$ cat src/rtl/imm_field_packer_if.sv
// Loader-side and memory-side handshake bundle for imm_field_packer.
// master = program/key loader plus memory model, slave = the packer.
interface imm_field_packer_if #(
  parameter int N  = 32,
  parameter int AW = 10
);
  logic          start;
  logic [AW-1:0] base_addr;
  logic          in_valid;
  logic          in_ready;
  logic [N-1:0]  in_word;
  logic [N-1:0]  in_imm;
  logic [1:0]    in_sel;
  logic          in_last;
  logic          wr_en;
  logic [AW-1:0] wr_addr;
  logic [N-1:0]  wr_data;
  logic          wr_ready;
  logic          busy;
  logic          done;
  logic          err;
  logic [AW-1:0] err_addr;
  logic [AW:0]   count;

  modport master (
    output start, base_addr, in_valid, in_word, in_imm, in_sel, in_last, wr_ready,
    input  in_ready, wr_en, wr_addr, wr_data, busy, done, err, err_addr, count
  );

  modport slave (
    input  start, base_addr, in_valid, in_word, in_imm, in_sel, in_last, wr_ready,
    output in_ready, wr_en, wr_addr, wr_data, busy, done, err, err_addr, count
  );
endinterface

$ cat src/rtl/imm_field_packer.sv
// Packs an immediate into its instruction field and streams packed words
// into instruction memory through a single registered write port.
module imm_field_packer #(
  parameter int N  = 32,
  parameter int AW = 10
) (
  input logic            clk,
  input logic            rst,
  imm_field_packer_if.slave bus
);
  typedef enum logic [1:0] {IDLE, RUN, DONE} state_t;

  state_t        state, nxt;
  logic          last_taken;
  logic          accept, drain, pack_err;
  logic [N-1:0]  pack_data;
  logic [AW-1:0] beat_addr;

  assign accept = bus.in_valid & bus.in_ready;
  assign drain  = bus.wr_en & bus.wr_ready;
  // A beat accepted while the previous word drains lands one address further on.
  assign beat_addr = drain ? AW'(bus.wr_addr + 1'b1) : bus.wr_addr;

  always_comb begin
    pack_data = bus.in_word;
    pack_err  = 1'b1;
    case (bus.in_sel)
      2'b00: begin
        pack_data = {bus.in_word[31:14], bus.in_imm[11:0], bus.in_word[1:0]};
        pack_err  = |bus.in_imm[31:12];
      end
      2'b01: begin
        pack_data = {bus.in_word[31:19], bus.in_imm[18:0]};
        pack_err  = |bus.in_imm[31:19];
      end
      2'b10: begin
        pack_data = {bus.in_word[31:29], bus.in_imm[28:0]};
        pack_err  = |bus.in_imm[31:29];
      end
      default: begin
        pack_data = bus.in_word;
        pack_err  = 1'b1;
      end
    endcase
  end

  always_ff @(posedge clk or posedge rst) begin
    if (rst) state <= IDLE;
    else     state <= nxt;
  end

  always_comb begin
    nxt = state;
    case (state)
      IDLE:    if (bus.start) nxt = RUN;
      RUN:     if (last_taken && drain) nxt = DONE;
      DONE:    nxt = IDLE;
      default: nxt = IDLE;
    endcase
  end

  always_comb begin
    bus.busy     = (state == RUN);
    bus.done     = (state == DONE);
    bus.in_ready = (state == RUN) && !last_taken && (!bus.wr_en || bus.wr_ready);
  end

  always_ff @(posedge clk or posedge rst) begin
    if (rst) begin
      bus.wr_en    <= 1'b0;
      bus.wr_addr  <= '0;
      bus.wr_data  <= '0;
      bus.err      <= 1'b0;
      bus.err_addr <= '0;
      bus.count    <= '0;
      last_taken   <= 1'b0;
    end else if (state == IDLE && bus.start) begin
      bus.wr_en    <= 1'b0;
      bus.wr_addr  <= bus.base_addr;
      bus.err      <= 1'b0;
      bus.err_addr <= '0;
      bus.count    <= '0;
      last_taken   <= 1'b0;
    end else if (state == RUN) begin
      if (drain) begin
        bus.count   <= bus.count + 1'b1;
        bus.wr_addr <= bus.wr_addr + 1'b1;
      end
      if (accept) begin
        bus.wr_en   <= 1'b1;
        bus.wr_data <= pack_data;
        if (bus.in_last) last_taken <= 1'b1;
        // err_addr records only the first offending word of the image.
        if (pack_err && !bus.err) begin
          bus.err      <= 1'b1;
          bus.err_addr <= beat_addr;
        end
      end else if (drain) begin
        bus.wr_en <= 1'b0;
      end
    end
  end
endmodule

$ cat src/flat_wrapper.sv
// flat-port wrapper written by rule: the top's interface ports become plain ports
module imm_field_packer_flat 
#(
  parameter int N  = 32,
  parameter int AW = 10
)
  (clk, rst, bus_start, bus_base_addr, bus_in_valid, bus_in_word, bus_in_imm, bus_in_sel, bus_in_last, bus_wr_ready, bus_in_ready, bus_wr_en, bus_wr_addr, bus_wr_data, bus_busy, bus_done, bus_err, bus_err_addr, bus_count);
  imm_field_packer_if #(.N(N), .AW(AW)) bus_i ();
  input logic clk;
  input logic rst;
  input wire logic [$bits(bus_i.start)-1:0] bus_start;
  input wire logic [$bits(bus_i.base_addr)-1:0] bus_base_addr;
  input wire logic [$bits(bus_i.in_valid)-1:0] bus_in_valid;
  input wire logic [$bits(bus_i.in_word)-1:0] bus_in_word;
  input wire logic [$bits(bus_i.in_imm)-1:0] bus_in_imm;
  input wire logic [$bits(bus_i.in_sel)-1:0] bus_in_sel;
  input wire logic [$bits(bus_i.in_last)-1:0] bus_in_last;
  input wire logic [$bits(bus_i.wr_ready)-1:0] bus_wr_ready;
  output wire logic [$bits(bus_i.in_ready)-1:0] bus_in_ready;
  output wire logic [$bits(bus_i.wr_en)-1:0] bus_wr_en;
  output wire logic [$bits(bus_i.wr_addr)-1:0] bus_wr_addr;
  output wire logic [$bits(bus_i.wr_data)-1:0] bus_wr_data;
  output wire logic [$bits(bus_i.busy)-1:0] bus_busy;
  output wire logic [$bits(bus_i.done)-1:0] bus_done;
  output wire logic [$bits(bus_i.err)-1:0] bus_err;
  output wire logic [$bits(bus_i.err_addr)-1:0] bus_err_addr;
  output wire logic [$bits(bus_i.count)-1:0] bus_count;
  assign bus_i.start = bus_start;
  assign bus_i.base_addr = bus_base_addr;
  assign bus_i.in_valid = bus_in_valid;
  assign bus_i.in_word = bus_in_word;
  assign bus_i.in_imm = bus_in_imm;
  assign bus_i.in_sel = bus_in_sel;
  assign bus_i.in_last = bus_in_last;
  assign bus_i.wr_ready = bus_wr_ready;
  assign bus_in_ready = bus_i.in_ready;
  assign bus_wr_en = bus_i.wr_en;
  assign bus_wr_addr = bus_i.wr_addr;
  assign bus_wr_data = bus_i.wr_data;
  assign bus_busy = bus_i.busy;
  assign bus_done = bus_i.done;
  assign bus_err = bus_i.err;
  assign bus_err_addr = bus_i.err_addr;
  assign bus_count = bus_i.count;
  imm_field_packer #(.N(N), .AW(AW)) u_core (.clk(clk), .rst(rst), .bus(bus_i));
endmodule
$ cat config.mk
export PLATFORM = sky130hd
export DESIGN_NAME = imm_field_packer_flat
export DESIGN_NICKNAME = d
export VERILOG_FILES = /design/src/rtl/imm_field_packer_if.sv /design/src/rtl/imm_field_packer.sv /design/src/flat_wrapper.sv
export SDC_FILE = /design/constraint.sdc
export NUM_CORES = 1
export LEC_CHECK = 0
export CORE_MARGIN = 3
export CORE_UTILIZATION = 35
export CTS_CLUSTER_DIAMETER = 60
export DETAILED_ROUTE_END_ITERATION = 16
export GPL_TIMING_DRIVEN = 0
export PLACE_DENSITY = 0.76
export SYNTH_ARGS = -nofsm -noshare
export SYNTH_HDL_FRONTEND = slang
export SYNTH_SLANG_ARGS = --single-unit
$ cat constraint.sdc
create_clock -name clk -period 4 [get_ports clk]
set_input_delay 0.8 -clock clk [delete_from_list [all_inputs] [get_ports clk]]
set_output_delay 0.8 -clock clk [all_outputs]
set_load 0.01 [all_outputs]
==> results, run 1 <==
- The flow ran to the end, and the final reports show no timing, DRC or antenna violations.
- The cell row count is 36.
- The final hold violation count was 0.
- Cell internal power was estimated by the tool at a little over 2000 uW.
- In the routed design, unresolved DRC markers number 0.
- The leftover overflow at the end of global routing is 0.
- The critical path's largest stage delay is 620 ps.
- Sorting the synthesized cells by area gives the leading types as dfrtp_1, mux2i_1, nand2_1, mux2_2, o21ai_0.
- In the final layout, the share of cells above drive strength 1 is 0.0854.
- The cell at the root of the clock tree is clkbuf_8.
- The average wire per standard cell is ~16 microns.
- By count the netlist is led by dfrtp_1, nand2_1, nor2_1, mux2i_1, o21ai_0.
- The part of the total power dissipated in combinational logic is 0.489.
- Summed over all instances, the cell type with the most area after synthesis is dfrtp_1.
- In the routed layout, each cell is associated on average with a via count of 5.08.
- The count of final max-slew check failures is 0.
- The power spent charging and discharging nets is 1260 uW.
- After the first detailed-routing iteration, the DRC count stood at 127.
- The largest voltage drop on the vdd net is ~0.23 mV.
- The worst path arrival time is 2350 ps.
- The layout has a little under 900 filler cells.
- In this run, synthesis inferred 0 flip-flops with an integrated enable.
- The routed design could run at a clock period as short as 3150 ps.
- The die extent in x is 109 microns.
- The antenna cell count is 0.
- Across every metal layer, demand over resource in global routing totals 0.190.
- The warning count from the yosys run is 0.
- The via count of the first global-routing pass was 3605.
- Before antenna repair, the detailed router went through 4 iterations.
- The clock transition at the registers of the reported paths is 70 ps.
- The slowest stage of the critical path is the clkdlybuf4s50_1 cell.
- In the post-synthesis netlist, the cell with the most instances is dfrtp_1.
- The transition time at the pin with the least slew margin is 829 ps.
- The instance count after placement with tap cells included is 680.
- Measured on the finished design, the core utilization comes to 0.551.
- The worst setup path is launched from an input pin.
- The count of boundary I/O pins is 150.
- The number of buffers inserted by port buffering is 148.
- The remaining max-slew budget at the tightest pin is 0.447.
- Of the total power, the clock network draws 0.149.
- The largest net degree at the start of global routing is 69.
- Clock tree synthesis inserted a total of 9 buffers.
- The synthesized netlist net count is 483.
- The final number of setup-violating endpoints is 0.
- Summed over all nets, the half-perimeter wirelength after detailed placement is 8480 microns.
- The number of cells upsized or downsized after cts is 0.
- The share of synthesized area occupied by flip-flops and latches is 0.459.
- The share of synthesized area in the top cell type comes to 0.459.
- The fraction of synthesis flops using an asynchronous set or reset pin is 1.00.
- Across the whole layout, storage elements account for 1700 sq um.
- The areal power density over the cells is 603 nW/um^2.
- In this run the remaining antenna-violating nets after routing total 0.
- Summing internal, switching and leakage power gives 3340 uW.
- The count of cell types in the netlist is 38.
- The switching portion of total power is 0.377.
- TritonCTS built the clock tree.
- The H-tree was split into 3 levels.
- Of the total power, registers draw 0.362.
- Setup repair after global routing left no endpoint under its margin.
- The maximum fanout encountered on the critical timing path is 7.
- The reg-to-reg setup timing slack is 2170 ps.
- The number of antenna violations at the first check in global routing was 0.
- The signed area change from the synthesized netlist to the final layout is 49.0%.
- Counting flops and latches in the post-synthesis netlist gives 68.
- For this configuration, the core starts out at a cell density of 0.369.
- The total negative setup slack is 0 ps.
- For this run, the leading register cell type out of synthesis is dfrtp_1.
- The most numerous cell type found on the critical path is clkdlybuf4s50_1.
- The critical path is of the input pin to primary output type.
- The cell area after synthesis is 3710 sq um.
- For this block, the routed nets add up to 10900 microns of wire.
- The clock net in this run drives a total of 68 sinks.
- The wire length of the first global-routing pass is 17700 microns.
- Across the routed clock network, the largest skew measured is roughly 7.5 ps.
- The post-CTS setup repair buffer count is 0.
- The global placement routability congestion is 0.999.
- The die covers 11900 sq um.
- The mean cell area of the mapped netlist is 9.30 sq um.
- The detailed-route via count is 3534.
- The worst-skew pair later-pin latency is approximately 330 ps.
- The signal on the critical path passes through clkdlybuf4s50_1 -> nor2b_1 -> nor3_4 -> clkdlybuf4s50_1.
- The class of the worst hold path is flop to flop.
- The critical path capture point type is a primary output.
- In this run, post-CTS hold repair placed 0 buffers.
- Summed over all cells, the static leakage comes to 0.00242 uW.
- In the final layout, the multi-input gates occupy 1870 sq um.
- The final layout contains 642 nets.
- The count of non-filler cells in the finished layout is 695.
- The height of the die is between 100 and 150 microns.
- The worst endpoint required time is 3200 ps.
- No sink is reached through more buffers than the 2 on the longest clock path.
- The total of max-cap violations is 0.
- Timing would allow up to about 320 MHz.
- The region available for standard cell placement spans ~10000 sq um.
- The cell count after synthesis is 399.
- The final critical-path share of the clock period is 0.788.
-- layer usage --
| layer | vias up | GRT usage | routed length, microns |
|---|---|---|---|
| li1 | 1701 | - | - |
| met1 | 1639 | 0.228 | 4410 |
| met2 | 171 | 0.314 | 5220 |
| met3 | 23 | 0.0622 | 1010 |
| met4 | 0 | 0.0775 | 247 |
| met5 | - | 0 | 0 |
-- through the flow --
step           hold WS (ps)  area, sq um  setup slack, ps
3_3_place_gp            462         5360              351
4_1_cts                 485         5530              824
2_1_floorplan           516         3710             1490
6_report                478         5530              848
5_1_grt                 505         5530              773
3_5_place_dp            469         5360              831
-- path summary, 6_finish.rpt --
path	startpoint	end	cells after the start
setup / recovery	bus_wr_ready	bus_in_ready	4
hold / removal	u_core.bus.wr_data[2]	u_core.bus.wr_data[2]	2
setup reg to reg	u_core.state[1]	u_core.bus.err_addr[4]	5
hold reg to reg	u_core.bus.wr_data[2]	u_core.bus.wr_data[2]	2
max in group asynchronous	rst	u_core.bus.err	2
min in group asynchronous	rst	u_core.bus.wr_data[30]	2
-- power by group through the flow --
stage / Clock, uW / Combinational, uW / Sequential, uW
final: 497 / 1630 / 1210
after detailed placement: 0 / 1650 / 1220
after global routing: 548 / 1800 / 1240
after floorplan: 0 / 692 / 1290
after CTS: 517 / 1650 / 1210
after global placement: 0 / 1620 / 1200
-- cells by family after synthesis --
group / synth area share
compound gates: 0.125
buf+inv: 0.0374
xor+xnor: 0.0445
mux: 0.160
flops: 0.459
simple gates: 0.168
fa+ha+maj: 0.00674
-- cell usage in the layout, fill, tap and decap left out, types with 3 or more instances in the layout --
| cell type | Yosys | routed |
|---|---|---|
| a21oi_1 | 28 | 28 |
| a22o_1 | 3 | 3 |
| and3_1 | 3 | 3 |
| buf_2 | 5 | 5 |
| clkbuf_1 | 13 | 15 |
| clkbuf_8 | 0 | 11 |
| clkdlybuf4s50_1 | 0 | 148 |
| dfrtp_1 | 68 | 68 |
| inv_1 | 13 | 12 |
| mux2_2 | 18 | 18 |
| mux2i_1 | 39 | 39 |
| nand2_1 | 60 | 60 |
| nand2b_1 | 3 | 3 |
| nand3_1 | 11 | 11 |
| nand4_1 | 3 | 3 |
| nor2_1 | 42 | 42 |
| nor3_1 | 3 | 3 |
| nor4_1 | 4 | 4 |
| o21ai_0 | 36 | 36 |
| o22a_1 | 3 | 3 |
| o22ai_1 | 3 | 3 |
| xnor2_1 | 6 | 6 |
| xor2_1 | 11 | 11 |
-- state kept, by name (all words and copies together), names as in the netlist --
name	cells
u_core.bus.wr_addr	10
u_core.state	2
u_core.bus.count	11
u_core.bus.wr_data	32
u_core.last_taken	1
u_core.bus.wr_en	1
u_core.bus.err	1
u_core.bus.err_addr	10
-- cell type report --
class                      count  area share
buffer                        20      0.0163
clock buffer                  13      0.0287
clock inverter                 2     0.00181
inverter                      13     0.00928
multi-input combinational    298       0.338
sequential                    68       0.308
tap                          133      0.0301
timing repair buffer         148       0.268
-- worst max-delay path, delay by kind of cell --
family,cells,cell delay [ps]
and+or+nand+nor,2,330
buffers and inverters,2,1210
Power figures use the tool's default switching activity.
==> inputs of run 2 (changes only) <==
PLACE_DENSITY = 0.79   (was 0.76)
clock period = 2.9 ns   (was 4 ns; I/O delays follow)
==> run 2 against run 1 <==
Against the previous run:
- power up 43%
- count of clock-buffer cells in the layout down 1
- non-clock buffer count unchanged
- global-route usage about the same
- sequential cell count unchanged
- routed wire length up 0.45%
- sequential power up 37%
- via count about the same
- combinational power up 39%
- critical path type unchanged
- critical endpoint unchanged
- largest cell class unchanged
- highest routed layer unchanged
==> results, run 2 (synthesized netlist as in run 1, its figures left out) <==
- The run finished with clean final reports.
- The post-route DRC violation count is 0.
- The share of total power dissipated in the clock network is 0.181.
- The worst-skew pair later-pin latency is 340 ps.
- The critical path contains buffers and inverters numbering 2 combined.
- The routed layout has 3537 vias.
- The largest voltage drop on the vdd net is 0.334 mV.
- Across the routed clock network, the largest skew measured is 9.63 ps.
- Headroom to the max-slew limit came out at 0.448.
- The finished layout holds 696 standard cells, fillers aside.
- Buffers inserted during clock tree synthesis total 9.
- In the global route stage, overall resource usage came out at 0.190.
- The critical path capture point type is a primary output.
- Once the clock tree was built, the setup fixing pass inserted 0 buffers.
- For this configuration, the core starts out at a cell density of 0.369.
- The category of the worst setup path launch point is an input pin.
- TritonCTS built the clock tree.
- The floorplan step defined a die boundary enclosing between 10000 and 15000 sq um.
- The worst hold path belongs to the class flop to flop.
- The count of final max-slew check failures is 0.
- The worst setup path is of the input pin to primary output kind.
- The final period demand of the worst path is 2750 ps.
- The maximum achievable frequency is 364 MHz.
- The total of max-cap violations is 0.
- The power spent charging and discharging nets is 1750 uW.
- The number of antenna diodes in the final layout is 0.
- The quantity of hold-fixing buffers added after cts is 0.
- From synthesis to final layout, the design area changed by 50.3%.
- The wire length of the first global-routing pass is 17600 microns.
- At the pin with the least slew margin, the transition time is 828 ps.
- The worst path arrival time is 2170 ps.
- The area of all placed cells without fillers is between 5000 and 6000 sq um.
- The number of design-rule violations left by the first detailed-router iteration is between 60 and 70.
- During placement, the flow inserted port buffers numbering 148.
- The final number of setup-violating endpoints is 0.
- The clock passes through at most 2 buffers.
- The fill cell instance count of the final layout is 858.
- For this run, the share of the core covered by cells in the final layout is 0.555.
- The standard cell area after detailed placement is 5360 sq um.
- Leaving out fill and tap cells, the most frequent cell in the layout is clkdlybuf4s50_1.
- The average wire per standard cell is about 16 microns.
- Entering global routing, the biggest net connects 69 pins.
- The areal power density over the cells is 856 nW/um^2.
- Of the available clock period, the critical path in the final layout requires 0.947.
- For this run the aggregate overflow at the end of global routing stands at 0.
- The standard cell core area is roughly 10000 sq um.
- Grouping stages by cell kind, the critical path spends the most delay in buffers and inverters.
- The number of antenna violations at the first check in global routing is 0.
- Clock-pin slew was measured on the worst setup and hold paths at 70 ps.
- The via count of the first global-routing pass is between 3000 and 4000.
- The cell at the root of the clock tree is clkbuf_8.
- The congestion estimate from routability-driven global placement came to around 0.92.
- The number of levels the H-tree was split into is 3.
- The count of boundary I/O pins is 150.
- The number of vias per cell after detailed routing is 5.08.
- The sequential share of power is 0.347.
- The final hold violation count is 0.
- Setup repair after global routing left no endpoint under its margin.
- Leaving out fill and tap cells, the most frequent cells in the layout are clkdlybuf4s50_1, dfrtp_1, nand2_1.
- On the critical path, the stage with the largest delay is an instance of clkdlybuf4s50_1.
- The leakage power figure is 0.00243 uW.
- The internal portion of total power is 3020 uW.
- In the final layout, the registers with the most flip-flops are u_core.bus.wr_data (32), u_core.bus.count (11).
- The cell row count is 36.
- The HPWL after detailed placement is 8620 microns.
- The number of flip-flops under the largest register name is 32.
- From bottom edge to top edge, the die measures 109 microns.
- The die extent in x is 109 microns.
- The number of detailed-routing iterations run before antenna repair is 4.
- The number of nets in the layout is 642.
- The cell repeated most along the worst path is clkdlybuf4s50_1.
- The critical path's largest stage delay is around 630 ps.
- The detail route stage leaves a number of antenna-violating nets equal to 0.
- Of the cells placed in the final design, the portion with a size suffix greater than 1 is 0.0870.
- Of all nets on the critical path, the largest fanout is 7.
- The worst endpoint required time is 2320 ps.
- The switching portion of total power is 0.367.
- Walking the worst path, the cells encountered are clkdlybuf4s50_1 -> nor2b_1 -> nor3_4 -> clkdlybuf4s50_1.
- The number of cells upsized or downsized after cts is 0.
- The total wire length after detailed routing is roughly 11000 microns.
- In this run, placement finished with an instance count of 680.
- u_core.bus.wr_data holds more flip-flops than any other register.
- The part of the total power dissipated in combinational logic is 0.473.
- Clock tree synthesis found a total of 68 sinks.
[run 2: changes by cell type in the layout (fill, tap and decap cells not counted), sizes merged]
cell / previous run / this run
clkinv: 2 / 1
clkinvlp: 0 / 1
clkbuf: 27 / 26
bufinv: 0 / 2
[run 2: path summary, 6_finish.rpt]
path	cells after the start	endpoint	slack [ps]	startpoint
setup / recovery	4	bus_in_ready	150	bus_wr_ready
hold / removal	2	u_core.bus.wr_data[11]	480	u_core.bus.wr_data[11]
setup reg to reg	5	u_core.bus.err_addr[4]	1060	u_core.state[1]
hold reg to reg	2	u_core.bus.wr_data[11]	480	u_core.bus.wr_data[11]
max in group asynchronous	2	u_core.bus.wr_addr[1]	1600	rst
min in group asynchronous	2	u_core.bus.count[8]	760	rst
[run 2: cell type report]
class                   instances  area (sq um)  share of cell area
plain buffers                  20          90.1              0.0161
clock buffers                  12           145              0.0260
clock inverters                 4          72.6              0.0130
inverters                      13          51.3             0.00919
multi-input cells             298          1870               0.335
flip-flops and latches         68          1700               0.305
well taps                     133           166              0.0298
repair buffers                148          1480               0.266
[run 2: layer usage]
layer | global-route usage | part of all wire | vias to the layer above
met1 | 0.223 | 0.40 | 1653
met5 | 0 | 0 | -
met3 | 0.0710 | 0.098 | 24
li1 | - | - | 1706
met4 | 0.0803 | 0.028 | 0
met2 | 0.312 | 0.47 | 154
[run 2: power groups by stage]
stage                     Combinational, uW  Sequential, uW  Clock, uW
after detailed placement               2280            1670          0
after floorplan                         954            1780          0
after global routing                   2500            1710        933
after CTS                              2290            1650        884
final                                  2260            1660        862
after global placement                 2240            1650          0
[run 2: stage by stage]
| step | hold slack, ps | total power (uW) | setup WS (ps) | setup TNS, ps |
|---|---|---|---|---|
| after floorplan | 516 | 2740 | 608 | 0 |
| after global placement | 462 | 3880 | -519 | -35040 |
| after detailed placement | 473 | 3950 | 159 | 0 |
| after CTS | 486 | 4830 | 148 | 0 |
| after global routing | 506 | 5140 | 81.1 | 0 |
| final | 478 | 4780 | 155 | 0 |
[run 2: worst min-delay path, stage by stage, from the launching register on]
cell	delay, ps
dfrtp_1	340
nand2_1	40
o21ai_0	60
